===== src/rtl/tournament_choice_trainer.sv =====
// tournament_choice_trainer: 2-bit choice counter table with a registered lookup, two-stage training and a post-reset init sweep
module tournament_choice_trainer #(
    parameter int         IDX_W    = 8,
    parameter logic [1:0] INIT_CTR = 2'b01
) (
    input  logic             clk_i,
    input  logic             reset_i,
    input  logic             lookup_v_i,
    input  logic [IDX_W-1:0] lookup_idx_i,
    output logic [1:0]       choice_o,
    output logic             choice_v_o,
    input  logic             update_v_i,
    output logic             update_ready_o,
    input  logic [IDX_W-1:0] update_idx_i,
    input  logic             global_pred_i,
    input  logic             local_pred_i,
    input  logic             taken_i,
    output logic             init_done_o
);
    localparam int DEPTH = 1 << IDX_W;

    typedef enum logic {INIT, READY} state_t;

    state_t           state, state_nxt;
    logic [IDX_W-1:0] ptr;
    logic [1:0]       mem [DEPTH];
    logic             pend_v, pend_inc;
    logic [IDX_W-1:0] pend_idx;
    logic             accept, train, we;
    logic [1:0]       cur, upd_val, look_val, wdata;
    logic [IDX_W-1:0] waddr;

    // next state: leave INIT once the sweep has reached the last entry
    always_comb begin
        state_nxt      = (state == INIT && &ptr) ? READY : state;
        update_ready_o = state == READY;
        init_done_o    = state == READY;
    end

    // training datapath, lookup bypass of the in-flight write, and the shared write port
    always_comb begin
        accept   = update_v_i && update_ready_o;
        train    = accept && (global_pred_i != local_pred_i);
        cur      = mem[pend_idx];
        upd_val  = pend_inc ? ((cur == 2'b11) ? cur : cur + 2'd1)
                            : ((cur == 2'b00) ? cur : cur - 2'd1);
        look_val = (pend_v && pend_idx == lookup_idx_i) ? upd_val : mem[lookup_idx_i];
        we       = !reset_i && (state == INIT || pend_v);
        waddr    = (state == INIT) ? ptr : pend_idx;
        wdata    = (state == INIT) ? INIT_CTR : upd_val;
    end

    // single write port: init sweep or stage-B training write
    always_ff @(posedge clk_i) begin
        if (we) mem[waddr] <= wdata;
    end

    // state, sweep pointer, pending stage and registered lookup result
    always_ff @(posedge clk_i) begin
        if (reset_i) begin
            state      <= INIT;
            ptr        <= '0;
            pend_v     <= 1'b0;
            pend_inc   <= 1'b0;
            pend_idx   <= '0;
            choice_o   <= INIT_CTR;
            choice_v_o <= 1'b0;
        end else begin
            state      <= state_nxt;
            ptr        <= (state == INIT) ? ptr + IDX_W'(1) : ptr;
            pend_v     <= train;
            pend_inc   <= global_pred_i == taken_i;
            pend_idx   <= update_idx_i;
            choice_v_o <= lookup_v_i && state == READY;
            if (lookup_v_i && state == READY) choice_o <= look_val;
        end
    end
endmodule


===== config.mk =====
export PLATFORM = sky130hd
export DESIGN_NAME = tournament_choice_trainer
export DESIGN_NICKNAME = d
export VERILOG_FILES = /design/src/rtl/tournament_choice_trainer.sv
export SDC_FILE = /design/constraint.sdc
export NUM_CORES = 1
export LEC_CHECK = 0
export ABC_AREA = 1
export CORE_MARGIN = 5
export CORE_UTILIZATION = 35
export DETAILED_ROUTE_END_ITERATION = 12
export GPL_ROUTABILITY_DRIVEN = 0
export HOLD_SLACK_MARGIN = 0.06
export MAX_ROUTING_LAYER = met4
export SLEW_MARGIN = 20
export SYNTH_ARGS = -nofsm -noshare
export SYNTH_HDL_FRONTEND = slang
export SYNTH_SLANG_ARGS = --single-unit

===== constraint.sdc =====
create_clock -name clk_i -period 6.8 [get_ports clk_i]
set_input_delay 0.68 -clock clk_i [delete_from_list [all_inputs] [get_ports clk_i]]
set_output_delay 0.68 -clock clk_i [all_outputs]
set_load 0.005 [all_outputs]

==> reports/qor.csv <==
metric;value;unit
# clock sinks;534;
Synth Warn #;0;
final setup fails;0;
ys async rst share;0;
pwr/cell area;243;nW/um^2
Routed Antenna Nets;0;
Worst IR Drop VDD;0.000173;V
die span in x;292;um
sequential share of the synthesized area;0.568;
Setup CP Type;flop to flop;
Synth area leader;edfxtp_1;
IO Port Bufs;27;
max-cap violations;0;
wire per inst;22.5;um
Post-layout nets;3114;
met1 WL;37.6;mm
Yosys cell types;30;
Hold Path Class;flop to flop;
status;finished clean;
CP peak stage delay;0.78;ns
switching part of the total power;0.245;
Met2 Wirelength;42.2;mm
crit end category;flop;
predominant post-synthesis flop cell;edfxtp_1;
Post-Syn Nets;3241;
Setup Buffers After CTS;0;
Final Cell Area;30300;um^2
Post-synth EDFFs;512;
number of CTS-inserted buffers;56;
unrepaired setup endpoints after global routing;false;
first-pass GRT wire length;141;mm
clock slew at reported path FFs;0.06;ns
Final period util;0.727;
Most common cell on crit path;nand3_1;
layout cell share with drive strength beyond 1;0.0472;
CP Data Arrival Time;5.23;ns
vias;23900;
Row Count;103;
Residual DRC;0;
final hold vios;0;
Post-Route Setup TNS;0;ns
drt pass-1 iters;6;
fillcell total;7920;
Syn Inst Count;3217;
Period minus WS final;4.94;ns
vias in the first global route;22800;
Slew headroom;0.244;
Lkg Pwr;0.0101;uW
post-synth top area share;0.552;
Logic pwr share;0.087;
critical path required time;7.09;ns
setup slack, reg-to-reg;1.86;ns
Post-CTS Hold Buffers;0;
antenna violations before repair;1;
Tightest Pin Transition;1.13;ns
Vias/cell;5.71;
top cells by area, synth;edfxtp_1 55%, nand3_1 11%, nand2_1 10%;
Clock Path Buffers;3;
# IOs;28;
CP max-delay cell;inv_4;
DR top layer;met4;
Clock power frac;0.427;
Worst path top cell family by delay;buffers and inverters;
gr ovfl total;0;
hold slack;0.489;ns
CP Launch Type;flop;
critical-path cell list;inv_4, buf_4, nand3_1, nand3_1, nand3_1, nand3_1, nand2_1, nand2_1, nand3_1, nand3_1, nand2_1, inv_1, nand2_1, nand3_4, buf_4, buf_4;
synthesized area per cell;8.65;um^2
Layout Skew;0.0262;ns
Switch Pwr;1800;uW
final max-slew violation count;0;
core area;78900;um^2
area growth from synthesis to layout;8.86;%
final wirelength;94.2;mm
die area;85300;um^2
H-tree depth;2;
Clk Latency, worst-skew pair;0.63;ns
Post-CTS Resized;0;
Die H;292;um
Synth Register Bits;534;
Initial Utilization;0.353;
Total GRT Usage;0.219;
Internal;5550;uW
Syn Std Cell Area;27800;um^2
CP Buf/Inv Count;5;
part of the power in registers;0.486;
1st-iter DRT viols;3116;
CTS tree;built;
Critical Path Fanout Max;82;
placed instance area;28400;um^2
maximum clock rate;202;MHz
largest net degree at the start of global routing;173;
routed wire length on met3;10.2;mm
DP Wirelength;54.5;mm
Clk Tree Root Cell;clkbuf_16;
[cells in the mapped netlist (5+ instances only)]
| cell type | number |
|---|---|
| nand2_1 | 749 |
| nand3_1 | 630 |
| nor2_1 | 557 |
| edfxtp_1 | 512 |
| o21ai_0 | 241 |
| o22ai_1 | 123 |
| clkbuf_1 | 92 |
| buf_2 | 84 |
| inv_1 | 60 |
| buf_4 | 44 |
| dfxtp_1 | 22 |
| o21ai_1 | 21 |
| a21oi_1 | 18 |
| buf_6 | 18 |
| buf_1 | 16 |
| xor2_1 | 6 |
| clkinv_1 | 5 |
[through the flow]
| stage | setup WS [ns] | total power (uW) | std cells | util |
|---|---|---|---|---|
| 2_1_floorplan | 0.704 | 4060 | 3217 | - |
| 3_3_place_gp | 2.01 | 4260 | 4082 | 0.360 |
| 3_5_place_dp | 1.96 | 4260 | 4082 | 0.361 |
| 4_1_cts | 1.92 | 7370 | 4187 | 0.384 |
| 5_1_grt | 1.60 | 7570 | 4188 | 0.384 |
| 6_report | 1.86 | 7350 | 4188 | 0.384 |
[power groups by stage]
stage | Sequential [uW] | Combinational, uW | Clock [uW]
after floorplan | 3620 | 439 | 0
after global placement | 3640 | 620 | 0
after detailed placement | 3640 | 620 | 0
after CTS | 3570 | 621 | 3170
after global routing | 3570 | 688 | 3310
final | 3570 | 639 | 3140
[worst paths after layout]
check,cells after the start,startpoint,end
worst max-delay path,16,pend_idx[1],mem[246][0]
worst max register to register,16,pend_idx[1],mem[246][0]
worst min register to register,2,choice_o[1],choice_o[1]
worst min-delay path,2,choice_o[1],choice_o[1]
[per-layer routing]
layer,up-vias,global-route usage
met1,11300,0.292
met2,1460,0.334
met3,264,0.0366
met5,-,-
li1,10900,-
met4,0,0.0896
[cell families after synthesis]
| family | synth area share |
|---|---|
| buffers and inverters | 0.0600 |
| adders and majority gates | 0.000449 |
| xor gates and xnor gates | 0.00220 |
| DFF | 0.568 |
| AOI/OAI and AO/OA | 0.0789 |
| and+or+nand+nor | 0.290 |
[worst min-delay path: stages (launching register included)]
cell and delay [ns]:
dfxtp_1 0.31, nand2_1 0.06, a21oi_1 0.06
[cells in the final DEF (no fill, tap or decap), types with 7 or more instances in the layout]
| cell type | synthesis | routed |
|---|---|---|
| clkdlybuf4s50_1 | 0 | 23 |
| clkbuf_16 | 0 | 56 |
| buf_4 | 44 | 42 |
| nand2_1 | 749 | 747 |
| nor2_1 | 557 | 556 |
| inv_1 | 60 | 58 |
| clkinv_2 | 0 | 8 |
| dfxtp_1 | 22 | 18 |
| nand3_1 | 630 | 629 |
| bufinv_16 | 0 | 7 |
| clkbuf_1 | 92 | 15 |
| o21ai_0 | 241 | 241 |
| o22ai_1 | 123 | 123 |
| edfxtp_1 | 512 | 512 |
| clkinv_1 | 5 | 14 |
| a21oi_1 | 18 | 18 |
| o21ai_1 | 21 | 21 |
[area by class of cell]
| type | instances | area [um^2] | share of cell area |
|---|---|---|---|
| repair buffers | 72 | 641 | 0.0211 |
| diodes | 1 | 2.50 | 0.0000826 |
| inverters | 72 | 293 | 0.00966 |
| clock inverters | 30 | 342 | 0.0113 |
| multi-input cells | 2354 | 10400 | 0.342 |
| well taps | 1050 | 1310 | 0.0434 |
| flip-flops and latches | 534 | 15800 | 0.522 |
| clock buffers | 75 | 1510 | 0.0499 |
[flip-flops by register name, indices dropped and copies added, names as in the netlist]
name,flops
pend_v,1
mem,512
choice_v_o,1
ptr,8
pend_idx,8
init_done_o,1
choice_o,2
pend_inc,1
Note: power is estimated with default switching activity, not from simulation.
